$ cat src/rtl/rsc_viterbi_dec.sv
// Hard-decision Viterbi decoder, 4-state (1,5/7) RSC, one terminated BLK+2 step block at a time.
// Result 36 edges after acceptance; no input buffering, result held while out_ready_i is low.
module rsc_viterbi_dec #(
    parameter int BLK = 16,
    parameter int PMW = 7
) (
    input  logic           clk_p_i,
    input  logic           reset_p_i,
    input  logic           in_valid_i,
    output logic           in_ready_o,
    input  logic [BLK+1:0] sys_i,
    input  logic [BLK+1:0] par_i,
    output logic           out_valid_o,
    input  logic           out_ready_i,
    output logic [BLK-1:0] data_o,
    output logic [5:0]     metric_o
);

    localparam int NSTEP = BLK + 2;
    localparam int KW    = $clog2(NSTEP);
    localparam logic [KW-1:0]  K_LAST = KW'(NSTEP - 1);
    localparam logic [KW-1:0]  K_DATA = KW'(BLK);
    localparam logic [PMW-1:0] PM_INF = PMW'(64);

    localparam logic [1:0] S_IDLE  = 2'd0;
    localparam logic [1:0] S_ACS   = 2'd1;
    localparam logic [1:0] S_TRACE = 2'd2;
    localparam logic [1:0] S_DONE  = 2'd3;

    logic [1:0]     r_state;
    logic [KW-1:0]  r_k;
    logic [BLK+1:0] r_sys;
    logic [BLK+1:0] r_par;
    logic [PMW-1:0] r_pm [4];
    logic [3:0]     r_sv [NSTEP];
    logic [1:0]     r_tst;
    logic [BLK-1:0] r_data;
    logic [5:0]     r_metric;
    logic           r_out_vld;

    logic [KW-1:0]  w_bit_idx;
    logic           w_sys_b;
    logic           w_par_b;
    logic [PMW-1:0] w_pm_nxt [4];
    logic [3:0]     w_sel;
    logic [5:0]     w_metric;
    logic           w_tr_s2;
    logic           w_tr_d;

    function automatic logic [PMW-1:0] f_cand(
        input logic [PMW-1:0] pm,
        input logic           a,
        input logic           b,
        input logic           s2,
        input logic           sb,
        input logic           pb
    );
        logic d;
        logic p;
        d = a ^ b ^ s2;
        p = a ^ s2;
        return pm + PMW'(d ^ sb) + PMW'(p ^ pb);
    endfunction

    // Step k consumes bit position NSTEP-1-k (step 0 sits in the MSB).
    assign w_bit_idx = K_LAST - r_k;
    assign w_sys_b   = r_sys[w_bit_idx];
    assign w_par_b   = r_par[w_bit_idx];

    for (genvar g = 0; g < 4; g++) begin : g_acs
        localparam logic [1:0] NS = 2'(g);
        logic [PMW-1:0] w_c0;
        logic [PMW-1:0] w_c1;
        assign w_c0        = f_cand(r_pm[{NS[0], 1'b0}], NS[1], NS[0], 1'b0, w_sys_b, w_par_b);
        assign w_c1        = f_cand(r_pm[{NS[0], 1'b1}], NS[1], NS[0], 1'b1, w_sys_b, w_par_b);
        assign w_sel[g]    = (w_c1 < w_c0);
        assign w_pm_nxt[g] = w_sel[g] ? w_c1 : w_c0;
    end

    assign w_metric = (w_pm_nxt[0] > PMW'(63)) ? 6'd63 : w_pm_nxt[0][5:0];

    // Traceback: survivor bit is s2 of the predecessor {b,s2} of state {a,b}.
    assign w_tr_s2 = r_sv[r_k][r_tst];
    assign w_tr_d  = r_tst[1] ^ r_tst[0] ^ w_tr_s2;

    always_ff @(posedge clk_p_i) begin
        if (reset_p_i) begin
            r_state   <= S_IDLE;
            r_k       <= '0;
            r_sys     <= '0;
            r_par     <= '0;
            r_tst     <= '0;
            r_data    <= '0;
            r_metric  <= '0;
            r_out_vld <= 1'b0;
            for (int i = 0; i < 4; i++) begin
                r_pm[i] <= '0;
            end
            for (int i = 0; i < NSTEP; i++) begin
                r_sv[i] <= '0;
            end
        end else begin
            case (r_state)
                S_IDLE: begin
                    if (in_valid_i) begin
                        r_sys   <= sys_i;
                        r_par   <= par_i;
                        r_pm[0] <= '0;
                        r_pm[1] <= PM_INF;
                        r_pm[2] <= PM_INF;
                        r_pm[3] <= PM_INF;
                        r_k     <= '0;
                        r_state <= S_ACS;
                    end
                end
                S_ACS: begin
                    for (int i = 0; i < 4; i++) begin
                        r_pm[i] <= w_pm_nxt[i];
                    end
                    r_sv[r_k] <= w_sel;
                    if (r_k == K_LAST) begin
                        r_metric <= w_metric;
                        r_tst    <= 2'b00;
                        r_state  <= S_TRACE;
                    end else begin
                        r_k <= r_k + 1'b1;
                    end
                end
                S_TRACE: begin
                    r_tst <= {r_tst[0], w_tr_s2};
                    // Data bits arrive k=BLK-1 first; shifting in at the MSB lands step k at BLK-1-k.
                    if (r_k < K_DATA) begin
                        r_data <= {w_tr_d, r_data[BLK-1:1]};
                    end
                    if (r_k == '0) begin
                        r_out_vld <= 1'b1;
                        r_state   <= S_DONE;
                    end else begin
                        r_k <= r_k - 1'b1;
                    end
                end
                default: begin
                    if (out_ready_i) begin
                        r_out_vld <= 1'b0;
                        r_state   <= S_IDLE;
                    end
                end
            endcase
        end
    end

    assign in_ready_o  = (r_state == S_IDLE);
    assign out_valid_o = r_out_vld;
    assign data_o      = r_data;
    assign metric_o    = r_metric;

endmodule

$ cat config.mk
export PLATFORM = sky130hd
export DESIGN_NAME = rsc_viterbi_dec
export DESIGN_NICKNAME = d
export VERILOG_FILES = /design/src/rtl/rsc_viterbi_dec.sv
export SDC_FILE = /design/constraint.sdc
export NUM_CORES = 1
export LEC_CHECK = 0
export ABC_AREA = 1
export CAP_MARGIN = 0
export CORE_MARGIN = 2
export CORE_UTILIZATION = 62
export CTS_BUF_LIST = sky130_fd_sc_hd__clkbuf_4
export DETAILED_ROUTE_END_ITERATION = 10
export MAX_ROUTING_LAYER = met4
export PLACE_DENSITY = 0.82
export REMOVE_ABC_BUFFERS = 1
export SLEW_MARGIN = 40
export SYNTH_ARGS = -nofsm -noshare
export SYNTH_HDL_FRONTEND = slang
export SYNTH_SLANG_ARGS = --single-unit
$ cat constraint.sdc
create_clock -name clk_p_i -period 5.73 [get_ports clk_p_i]
set_input_delay 1.146 -clock clk_p_i [delete_from_list [all_inputs] [get_ports clk_p_i]]
set_output_delay 1.146 -clock clk_p_i [all_outputs]
set_load 0.05 [all_outputs]
==> flow_summary.json <==
{
  "status": "completed",
  "finalHoldViolations": 0,
  "leakagePower_nw": 5.263,
  "synthArstFlopShare_pct": 0,
  "hp-class": "reg -> reg",
  "synth_enable_flop_cells": 149,
  "ys.flop_type": "edfxtp_1",
  "nNetsFinal": 1498,
  "dp_hpwl_mm": 17.99,
  "synth_area_leaders": "edfxtp_1 39%, dfxtp_1 14%, nand2_1 9.1%",
  "p_sw_mw": 2.940,
  "ctsHoldBuffers": 0,
  "period_share_pct": 91.04,
  "cp-start-kind": "flip-flop",
  "die-area_sq_um": 19780,
  "design.core.area_sq_um": 18150,
  "grt.overflow.total": 0,
  "fin_setup_tns_ns": 0,
  "nFillCells": 1403,
  "rows": 49,
  "worstSetupPathType": "reg -> reg",
  "syn_inst": 1332,
  "synth_cell_type_count": 39,
  "post_drt_wl_per_cell_um": 15.85,
  "syn_avg_cell_area_sq_um": 8.691,
  "clkSinkCount": 229,
  "fmax_mhz": 191.7,
  "irDropWorstVdd_v": 0.0003957,
  "synth_top_area_share_pct": 38.65,
  "via_per_inst": 5.592,
  "ys_top_cells_by_count": "280 x nand2_1, 254 x nor2_1, 149 x edfxtp_1",
  "skew_ns": 0.05333,
  "die_h_um": 140.6,
  "insertion_delay_ns": 0.69,
  "drive_gt1_share_pct": 8.783,
  "switching_share_pct": 43.35,
  "cts_made_buffers": 55,
  "htree_levels": 2,
  "p_clk_share_pct": 20.1,
  "synthMostInstantiatedCell": "nand2_1",
  "groute.usage.overall_pct": 28.23,
  "seq_area_frac_synth_pct": 52.49,
  "grt_max_degree": 78,
  "drt_iter0_markers": 817,
  "grt_pass1_vias": 9347,
  "max_cap_violations": 0,
  "die_w_um": 140.6,
  "dr.pass1.iters": 5,
  "synth_area_sq_um": 11580,
  "layout.cells.non_filler": 1676,
  "antenna_found_initial": 1,
  "syn2layout_area_growth_pct": 12.54,
  "slew_headroom_pct": 48.74,
  "drv_slew": 0,
  "tightestPinTransition_ns": 0.7679,
  "endpoint_kind": "flip-flop",
  "buffer_ports.inserted": 63,
  "cts.clk_slew.worst_paths_ns": 0.07,
  "combPwrFrac_pct": 45.9,
  "rsz0062_at_grt": "false",
  "placed_cells": 1575,
  "cts_tree": "done",
  "routabilityCongestion": 0.8880,
  "clockBufferDepth": 3,
  "fin_util_pct": 71.79,
  "finalSetupViolCount": 0,
  "drtAntennaViolNets": 0,
  "yosysWarnings": 0,
  "sequentialPowerShare_pct": 34.0,
  "cts_setup_buffers": 0,
  "cts-root-buf": "clkbuf_4",
  "cp.required_ns": 6.20,
  "cts_resized": 0,
  "critPathArrivalTime_ns": 5.69,
  "critPathMaxFanout": 18,
  "yosys.area.top_type": "edfxtp_1",
  "io_pins": 64,
  "grt_pass1_wl_mm": 43.84,
  "post-route-min-period_ns": 5.216,
  "power_per_cell_area_nw_per_um2": 520.6,
  "internal_power_mw": 3.842,
  "wirelength_mm": 26.57,
  "start_util_pct": 63.79,
  "dr_total_vias": 9372,
  "ys_ff_latch": 229,
  "drc": 0
}
[layer usage]
layer  part of all wire (%)  up-vias  track usage, %
met5                      0        -               -
met4                    1.6        0           8.421
met3                    6.3       37           5.095
met2                     50      330           47.21
met1                     42     4376           35.48
li1                       -     4629               -
[cells in the final DEF, fill, tap and decap left out, types with 2 or more instances in the layout]
cell type | netlist | routed
nand2_1 | 280 | 280
nor2_1 | 254 | 254
edfxtp_1 | 149 | 149
nand3_1 | 133 | 133
o21ai_0 | 105 | 105
clkbuf_4 | 0 | 85
dfxtp_1 | 80 | 79
clkdlybuf4s50_1 | 0 | 63
inv_1 | 63 | 62
a21oi_1 | 58 | 58
ha_1 | 43 | 43
xor2_1 | 29 | 29
buf_4 | 4 | 13
fa_1 | 11 | 11
xnor2_1 | 10 | 10
inv_2 | 10 | 9
clkinv_1 | 2 | 8
o211ai_1 | 5 | 5
nand4_1 | 5 | 5
nor3_1 | 4 | 4
o22ai_1 | 4 | 4
o221ai_1 | 4 | 4
clkinv_2 | 0 | 4
a22oi_1 | 3 | 3
o21a_1 | 3 | 3
nor2_2 | 2 | 2
inv_4 | 0 | 2
a31oi_1 | 2 | 2
a211oi_1 | 2 | 2
clkinv_4 | 0 | 2
[kinds of logic after synthesis]
logic type	count (synthesis)	synth area share (%)
AND/OR/NAND/NOR	684	24.15
flip-flops	229	52.49
buffers and inverters	137	5.134
adder cells (fa/ha/maj)	54	6.550
AO/OA/AOI/OAI	189	8.733
XOR/XNOR	39	2.951
[worst paths after layout]
path / startpoint / cells past startpoint / to / slack, ns
setup reg to reg: r_k[2] / 24 / r_pm[3][6] / 0.51
hold / removal: r_sys[3] / 2 / r_sys[3] / 0.48
hold reg to reg: r_sys[3] / 2 / r_sys[3] / 0.48
setup / recovery: r_k[2] / 24 / r_pm[3][6] / 0.51
[sequential cells by signal, indices dropped and copies added (netlist names), named ones only]
register / cells
out_valid_o: 1
r_par: 18
r_sys: 18
metric_o: 6
r_state: 2
data_o: 16
r_tst: 2
r_sv: 128
r_pm: 28
r_k: 5
[cell type report]
cell class | instances | area, sq um | area share [%]
Antenna cell | 1 | 2.502 | 0.01921
Clock buffer | 85 | 638.1 | 4.898
Clock inverter | 14 | 92.59 | 0.7107
Inverter | 75 | 291.5 | 2.238
Multi-Input combinational cell | 966 | 4906 | 37.66
Sequential cell | 229 | 6077 | 46.65
Tap cell | 229 | 286.5 | 2.199
Timing Repair Buffer | 77 | 733.2 | 5.628
[worst max-delay path, stage by stage, from the launching register on]
cell      delay [ns]
dfxtp_1         0.47
inv_1           0.18
ha_1            0.46
o221ai_1        0.16
o21ai_0         0.10
a21oi_1         0.09
a22oi_1         0.16
buf_4           0.18
inv_1           0.20
fa_1            0.46
inv_1           0.10
ha_1            0.18
nand2_1         0.09
nor2_1          0.11
nand2_1         0.08
xor2_1          0.17
ha_1            0.31
nand2_1         0.07
o21a_1          0.20
nand2_1         0.32
nor2_1          0.08
buf_4           0.21
inv_2           0.35
nand2_1         0.10
a21oi_1         0.18
[power by group through the flow]
stage / registers (mW) / clock network [mW] / logic, mW
after floorplan: 2.45 / 0 / 2.03
after global placement: 2.32 / 0 / 2.99
after detailed placement: 2.33 / 0 / 3.06
after CTS: 2.30 / 1.39 / 3.09
after global routing: 2.34 / 1.47 / 3.53
final: 2.31 / 1.36 / 3.11
[metrics by stage]
| step | area [sq um] | hold slack (ns) | setup slack [ns] | power [mW] |
|---|---|---|---|---|
| floorplan | 11260 | 0.4495 | 0.5098 | 4.478 |
| global placement | 12280 | 0.4601 | 0.7375 | 5.310 |
| detailed placement | 12290 | 0.4686 | 0.5222 | 5.392 |
| CTS | 13020 | 0.4847 | 0.4756 | 6.776 |
| global route | 13030 | 0.5158 | 0.04095 | 7.340 |
| finish | 13030 | 0.4816 | 0.5136 | 6.782 |
No activity file was read; power rests on OpenSTA's default activity.
